--- config.mk ---
export PLATFORM = sky130hd
export DESIGN_NAME = wall_probe_scheduler_flat
export DESIGN_NICKNAME = d
export VERILOG_FILES = /design/src/rtl/wall_probe_scheduler_pkg.sv /design/src/rtl/wall_probe_scheduler_if.sv /design/src/rtl/wall_probe_scheduler_rr_arbiter.sv /design/src/rtl/wall_probe_scheduler.sv /design/src/flat_wrapper.sv
export SDC_FILE = /design/constraint.sdc
export NUM_CORES = 1
export LEC_CHECK = 0
export ABC_AREA = 1
export CORE_MARGIN = 5
export CORE_UTILIZATION = 45
export CTS_CLUSTER_DIAMETER = 50
export CTS_CLUSTER_SIZE = 10
export DETAILED_ROUTE_END_ITERATION = 10
export PLACE_DENSITY = 0.81
export SLEW_MARGIN = 10
export SYNTH_ARGS = -nofsm -noshare
export SYNTH_HDL_FRONTEND = slang
export SYNTH_SLANG_ARGS = --single-unit
--- constraint.sdc ---
create_clock -name clk -period 2.69 [get_ports clk]
set_input_delay 0.538 -clock clk [delete_from_list [all_inputs] [get_ports clk]]
set_output_delay 0.538 -clock clk [all_outputs]
set_load 0.01 [all_outputs]
--- src/rtl/wall_probe_scheduler_pkg.sv ---
// wall_probe_scheduler_pkg: shared constants, FSM states and the 12-entry probe offset table
package wall_probe_scheduler_pkg;
  localparam int N_REQ = 4;
  localparam int COORD_W = 9;
  localparam int ID_W = $clog2(N_REQ);
  typedef logic signed [COORD_W:0] off_t;
  typedef enum logic [1:0] {IDLE, PROBE, DRAIN, DONE} state_t;
  typedef struct packed {
    off_t dx;
    off_t dy;
  } probe_t;
  localparam logic [3:0] DIR_L = 4'b1000;
  localparam logic [3:0] DIR_U = 4'b0100;
  localparam logic [3:0] DIR_R = 4'b0010;
  localparam logic [3:0] DIR_D = 4'b0001;
  localparam logic [1:0] WALL = 2'b00;
  localparam logic [COORD_W-1:0] MAP_LU_X = '0;
  localparam logic [COORD_W-1:0] MAP_LU_Y = '0;
  localparam logic [COORD_W-1:0] MAP_W = COORD_W'(348);
  localparam logic [COORD_W-1:0] MAP_H = COORD_W'(408);
  localparam off_t ZERO = off_t'(0);
  localparam off_t NEAR = off_t'(11);
  localparam off_t FAR_N = off_t'(13);
  localparam off_t FAR_P = off_t'(12);
  function automatic probe_t probe_off(input logic [3:0] k);
    case (k)
      4'd0: return '{-FAR_N, ZERO};
      4'd1: return '{-NEAR, -FAR_N};
      4'd2: return '{-NEAR, FAR_P};
      4'd3: return '{ZERO, -FAR_N};
      4'd4: return '{-FAR_N, -NEAR};
      4'd5: return '{FAR_P, -NEAR};
      4'd6: return '{FAR_P, ZERO};
      4'd7: return '{NEAR, -FAR_N};
      4'd8: return '{NEAR, FAR_P};
      4'd9: return '{ZERO, FAR_P};
      4'd10: return '{-FAR_N, NEAR};
      4'd11: return '{FAR_P, NEAR};
      default: return '{ZERO, ZERO};
    endcase
  endfunction
  function automatic logic [3:0] dir_of(input logic [3:0] k);
    return k < 4'd3 ? DIR_L : k < 4'd6 ? DIR_U : k < 4'd9 ? DIR_R : DIR_D;
  endfunction
endpackage

--- src/rtl/wall_probe_scheduler_if.sv ---
// wall_probe_scheduler_if: agent request/response and mapRom lookup signals
interface wall_probe_scheduler_if;
  import wall_probe_scheduler_pkg::*;
  logic [N_REQ-1:0] req;
  logic [N_REQ*COORD_W-1:0] req_x;
  logic [N_REQ*COORD_W-1:0] req_y;
  logic [COORD_W-1:0] rom_x;
  logic [COORD_W-1:0] rom_y;
  logic [1:0] rom_pixel;
  logic [N_REQ-1:0] done;
  logic [3:0] flags;
  logic busy;
  modport master(output req, req_x, req_y, rom_pixel, input rom_x, rom_y, done, flags, busy);
  modport slave(input req, req_x, req_y, rom_pixel, output rom_x, rom_y, done, flags, busy);
endinterface

--- src/rtl/wall_probe_scheduler_rr_arbiter.sv ---
// wall_probe_scheduler_rr_arbiter: first set request at or after ptr, wrapping
module wall_probe_scheduler_rr_arbiter #(
  parameter int N = 4,
  parameter int W = 2
) (
  input  logic [N-1:0] req,
  input  logic [W-1:0] ptr,
  output logic [N-1:0] gnt,
  output logic [W-1:0] idx,
  output logic any
);
  always_comb begin
    idx = '0;
    any = 1'b0;
    for (int i = N - 1; i >= 0; i--)
      if (req[W'((int'(ptr) + i) % N)]) begin
        idx = W'((int'(ptr) + i) % N);
        any = 1'b1;
      end
    gnt = any ? N'(1) << idx : '0;
  end
endmodule

--- src/rtl/wall_probe_scheduler.sv ---
// wall_probe_scheduler: shares one mapRom port among agents, running a 12-probe wall check per request
module wall_probe_scheduler
  import wall_probe_scheduler_pkg::*;
(
  input logic clk,
  input logic reset,
  wall_probe_scheduler_if.slave bus
);
  state_t state;
  logic [ID_W-1:0] ptr, id, gidx;
  logic [N_REQ-1:0] sel, gnt;
  logic any;
  logic [3:0] k, sk, mask;
  logic [COORD_W-1:0] cx, cy;
  logic sv, sblk, blk, pass;
  probe_t off;
  off_t px, py;
  wall_probe_scheduler_rr_arbiter #(.N(N_REQ), .W(ID_W)) u_arb (
    .req(bus.req), .ptr(ptr), .gnt(gnt), .idx(gidx), .any(any)
  );
  // Sign bit catches underflow; the low bits still go to the ROM unchanged.
  always_comb begin
    off = probe_off(k);
    px = off_t'({1'b0, cx}) + off.dx;
    py = off_t'({1'b0, cy}) + off.dy;
    blk = px[COORD_W] | py[COORD_W] | (px[COORD_W-1:0] >= MAP_W) | (py[COORD_W-1:0] >= MAP_H);
    pass = ~sblk & (bus.rom_pixel != WALL);
  end
  always_ff @(posedge clk) begin
    if (reset) begin
      state <= IDLE;
      ptr <= '0;
      id <= '0;
      sel <= '0;
      k <= '0;
      sk <= '0;
      cx <= '0;
      cy <= '0;
      mask <= '0;
      sv <= 1'b0;
      sblk <= 1'b0;
      bus.rom_x <= '0;
      bus.rom_y <= '0;
      bus.done <= '0;
      bus.flags <= '0;
      bus.busy <= 1'b0;
    end else begin
      bus.done <= '0;
      sv <= state == PROBE;
      if (sv) mask <= mask & ~(pass ? 4'b0000 : dir_of(sk));
      case (state)
        IDLE: if (any) begin
          id <= gidx;
          sel <= gnt;
          cx <= bus.req_x[int'(gidx)*COORD_W +: COORD_W];
          cy <= bus.req_y[int'(gidx)*COORD_W +: COORD_W];
          mask <= 4'b1111;
          k <= '0;
          bus.busy <= 1'b1;
          state <= PROBE;
        end
        PROBE: begin
          bus.rom_x <= px[COORD_W-1:0];
          bus.rom_y <= py[COORD_W-1:0];
          sblk <= blk;
          sk <= k;
          k <= k + 4'd1;
          if (k == 4'd11) state <= DRAIN;
        end
        DRAIN: state <= DONE;
        DONE: begin
          bus.done <= sel;
          bus.flags <= mask;
          bus.busy <= 1'b0;
          ptr <= id == ID_W'(N_REQ - 1) ? '0 : id + 1'b1;
          state <= IDLE;
        end
      endcase
    end
  end
endmodule

--- src/flat_wrapper.sv ---
// flat-port wrapper written by rule: the top's interface ports become plain ports
module wall_probe_scheduler_flat import wall_probe_scheduler_pkg::*;
  (clk, reset, bus_req, bus_req_x, bus_req_y, bus_rom_pixel, bus_rom_x, bus_rom_y, bus_done, bus_flags, bus_busy);
  wall_probe_scheduler_if bus_i ();
  input logic clk;
  input logic reset;
  input wire logic [$bits(bus_i.req)-1:0] bus_req;
  input wire logic [$bits(bus_i.req_x)-1:0] bus_req_x;
  input wire logic [$bits(bus_i.req_y)-1:0] bus_req_y;
  input wire logic [$bits(bus_i.rom_pixel)-1:0] bus_rom_pixel;
  output wire logic [$bits(bus_i.rom_x)-1:0] bus_rom_x;
  output wire logic [$bits(bus_i.rom_y)-1:0] bus_rom_y;
  output wire logic [$bits(bus_i.done)-1:0] bus_done;
  output wire logic [$bits(bus_i.flags)-1:0] bus_flags;
  output wire logic [$bits(bus_i.busy)-1:0] bus_busy;
  assign bus_i.req = bus_req;
  assign bus_i.req_x = bus_req_x;
  assign bus_i.req_y = bus_req_y;
  assign bus_i.rom_pixel = bus_rom_pixel;
  assign bus_rom_x = bus_i.rom_x;
  assign bus_rom_y = bus_i.rom_y;
  assign bus_done = bus_i.done;
  assign bus_flags = bus_i.flags;
  assign bus_busy = bus_i.busy;
  wall_probe_scheduler u_core (.clk(clk), .reset(reset), .bus(bus_i));
endmodule
==> flow_summary.yaml <==
outcome:
  outcome: "completed"
global_route:
  grt_pass1_wl_mm: 20.1
  antenna_found_initial: 0
  grt-ovfl-total: 0
  grt_pass1_vias: 4442
  track_usage: 0.185
  grt_max_degree: 33
floorplanning:
  ioPinCount: 107
  design.core.area_um2: 10400
  die_h_um: 114
  initial_utilization: 0.464
  die-area_um2: 12900
  num_rows: 37
  die_w_um: 114
setup_path:
  worst_path_max_delay_cell: "clkdlybuf4s50_1"
  startpoint_type: "input port"
  cp_cell_sequence: "clkdlybuf4s50_1, inv_1, nand2_1, and2_1, nor2_1, nand3_4, nand2_4, nand2_1, nand2_1, nand2_1, ha_1, nand3_1, nand2_1, nand2_1, nand2_1"
  path_common_cell: "nand2_1"
  reg2reg_from: "u_core.ptr[0]$_SDFFE_PP0P_"
  r2r-end: "u_core.off[11]$_DFF_P_"
  cp.arrival_ns: 2.60
  critPathMaxFanout: 6
  required_ns: 2.94
  ff2ff_setup_slack_ns: 0.38
  r2r_cells: 16
  crit_type: "in2reg"
  crit_start: "bus_req[1]"
  cpPeakStageDelay_ns: 0.41
  setup.worst_path.end: "u_core.off[11]$_DFF_P_"
  cp-end-kind: "flop"
sta:
  final_max_slew_viol_count: 0
  skew_ns: 0.00779
  fin_setup_tns_ns: 0
  hold_viol_final: 0
  setup_viol: 0
  period_needed_ns: 2.36
  relSlewSlack: 0.435
  setup_slack_ns: 0.333
  rsz0062_at_grt: "no"
  hold_ws_ns: 0.459
  tightest_slew_ns: 0.845
  period_share: 0.876
  clock.fmax_mhz: 424
route:
  avgViaCountPerCell: 5.01
  drc_errors: 0
  num_vias: 4809
  drt_iter0_drc: 255
  dr.pass1.iters: 5
  ant_nets: 0
  drt_wl_total_mm: 11.6
  drt-wirelength-per-cell_um: 12.1
clocking:
  cts-resized-gates: 0
  cts_tree: "done"
  clk_path_buf_depth: 2
  clk_latency_ns: 0.35
  cts.sinks: 79
  cts-root-buf: "clkbuf_8"
  cts_buffers: 9
  cts_setup_buffers: 0
  clkTransAtPathRegs_ns: 0.07
  cts_hold_buf: 0
  htree_levels: 3
final_layout:
  area_delta_synth_final_pct: 30.8
  nets: 934
  fin_area_um2: 6330
  fillers: 977
  layout-drive-gt1-share: 0.0631
  num_antenna_cells: 0
placed_design:
  hpwl_mm: 9.02
  port_buffers: 106
  place_congestion: 0.899
  place_ws_ns: 0.00700
  place_area_um2: 6080
synthesis:
  synth_cells: 718
  syn_area_um2: 4840
  ys_seq_area_frac: 0.327
  syn_nets: 831
  yosysWarnings: 0
  synthDistinctLibCells: 42
  ys_seq_elements: 79
  avgSynthCellArea_um2: 6.74
power_and_ir_drop:
  p_per_area_nw_per_um2: 1100
  vdd.ir_drop.worst_uv: 538
  leakage_nw: 3.09
job:
  drv_cap: 0
min_path:
  min_path_type: "reg2reg"
## per-stage QoR
| step | power, mW | utilization | instances |
|---|---|---|---|
| 2_1_floorplan | 4.67 | - | 718 |
| 3_3_place_gp | 5.80 | 0.584 | 946 |
| 3_5_place_dp | 5.85 | 0.584 | 946 |
| 4_1_cts | 6.99 | 0.607 | 960 |
| 5_1_grt | 7.67 | 0.607 | 960 |
| 6_report | 6.96 | 0.607 | 960 |
## power by group
part	switching, mW	internal (mW)
clock network	0.405	0.701
logic	2.34	1.63
registers	0.278	1.61
total	3.02	3.94
## synthesized netlist by cell type (all sizes together)
cell	instances	area share
nand2	221	0.18
nand3	84	0.091
dfxtp	79	0.33
inv	70	0.055
nor2	66	0.057
o21ai	48	0.052
ha	31	0.080
a21oi	25	0.026
buf	20	0.026
nand4	19	0.025
clkbuf	11	0.0085
o211ai	9	0.014
xor2	5	0.0091
nand3b	4	0.0062
xnor2	4	0.0072
a21o	3	0.0047
a31oi	3	0.0039
a211oi	2	0.0031
clkinv	2	0.0016
fa	2	0.0083
nor3	2	0.0021
o21bai	2	0.0031
a32o	1	0.0021
and2	1	0.0013
o211a	1	0.0021
o22ai	1	0.0013
o41ai	1	0.0018
or2	1	0.0013
## layer usage
| layer | wire length, µm | vias up | GRT usage |
|---|---|---|---|
| met2 | 4970 | 140 | 0.285 |
| met4 | 244 | 0 | 0.0721 |
| met1 | 5480 | 2097 | 0.250 |
| li1 | - | 2552 | - |
| met3 | 904 | 20 | 0.0435 |
| met5 | 0 | - | 0 |
## sequential cells by signal (all words and copies together), names as in the netlist, 4 cells and up
register,cells
u_core.off,10
u_core.bus.rom_x,9
u_core.bus.rom_y,9
u_core.cx,9
u_core.cy,9
u_core.bus.done,4
u_core.bus.flags,4
u_core.k,4
u_core.mask,4
u_core.sel,4
u_core.sk,4
## worst min-delay path by stage
stage | slack, ns | to | startpoint | cells after the start
global placement | 0.44 | u_core.bus.done[0]$_SDFF_PP0_ | u_core.sel[0]$_SDFFE_PP0P_ | 2
floorplan | 0.41 | u_core.bus.done[0]$_SDFF_PP0_ | u_core.sel[0]$_SDFFE_PP0P_ | 2
CTS | 0.45 | u_core.bus.done[0]$_SDFF_PP0_ | u_core.sel[0]$_SDFFE_PP0P_ | 2
detailed placement | 0.44 | u_core.bus.done[0]$_SDFF_PP0_ | u_core.sel[0]$_SDFFE_PP0P_ | 2
finish | 0.46 | u_core.id[1]$_SDFFE_PP0P_ | u_core.id[1]$_SDFFE_PP0P_ | 2
global route | 0.48 | u_core.bus.done[0]$_SDFF_PP0_ | u_core.sel[0]$_SDFFE_PP0P_ | 2
## cells in the final DEF (no fill, tap or decap), types with 2 or more instances in the layout
master / n
bufinv_16: 4
nand4_1: 19
a211oi_1: 2
nor2_1: 63
o21bai_1: 2
nand3_1: 82
nand2_2: 9
dfxtp_1: 79
o21ai_0: 45
a21oi_1: 25
a21o_1: 3
xnor2_1: 4
fa_1: 2
inv_2: 2
ha_1: 31
nand2_4: 3
nand3b_1: 4
clkdlybuf4s50_1: 106
nand2_1: 209
clkbuf_8: 9
a31oi_1: 3
clkinv_1: 2
inv_1: 67
o21ai_1: 2
buf_12: 4
xor2_1: 5
nor3_1: 2
buf_4: 13
o211ai_1: 9
## worst max-delay path, delay by kind of cell
kind          cells  cell delay (ns)
simple gates     12             1.24
buf+inv           2             0.47
fa+ha+maj         1             0.36
## cell type report
cell class | count | area (µm²) | share of cell area
timing repair buffer | 123 | 1240 | 0.196
multi-input combinational | 536 | 2820 | 0.445
sequential | 79 | 1580 | 0.250
inverter | 72 | 273 | 0.0431
clock inverter | 4 | 120 | 0.0190
clock buffer | 10 | 128 | 0.0202
tap | 136 | 170 | 0.0269
## cell families after synthesis
logic type	count (synthesis)	synth area share
fa+ha+maj	33	0.0885
compound gates	96	0.114
xor+xnor	9	0.0163
simple gates	398	0.364
flops	79	0.327
buf+inv	103	0.0908
Note: power is estimated with default switching activity, not from simulation.
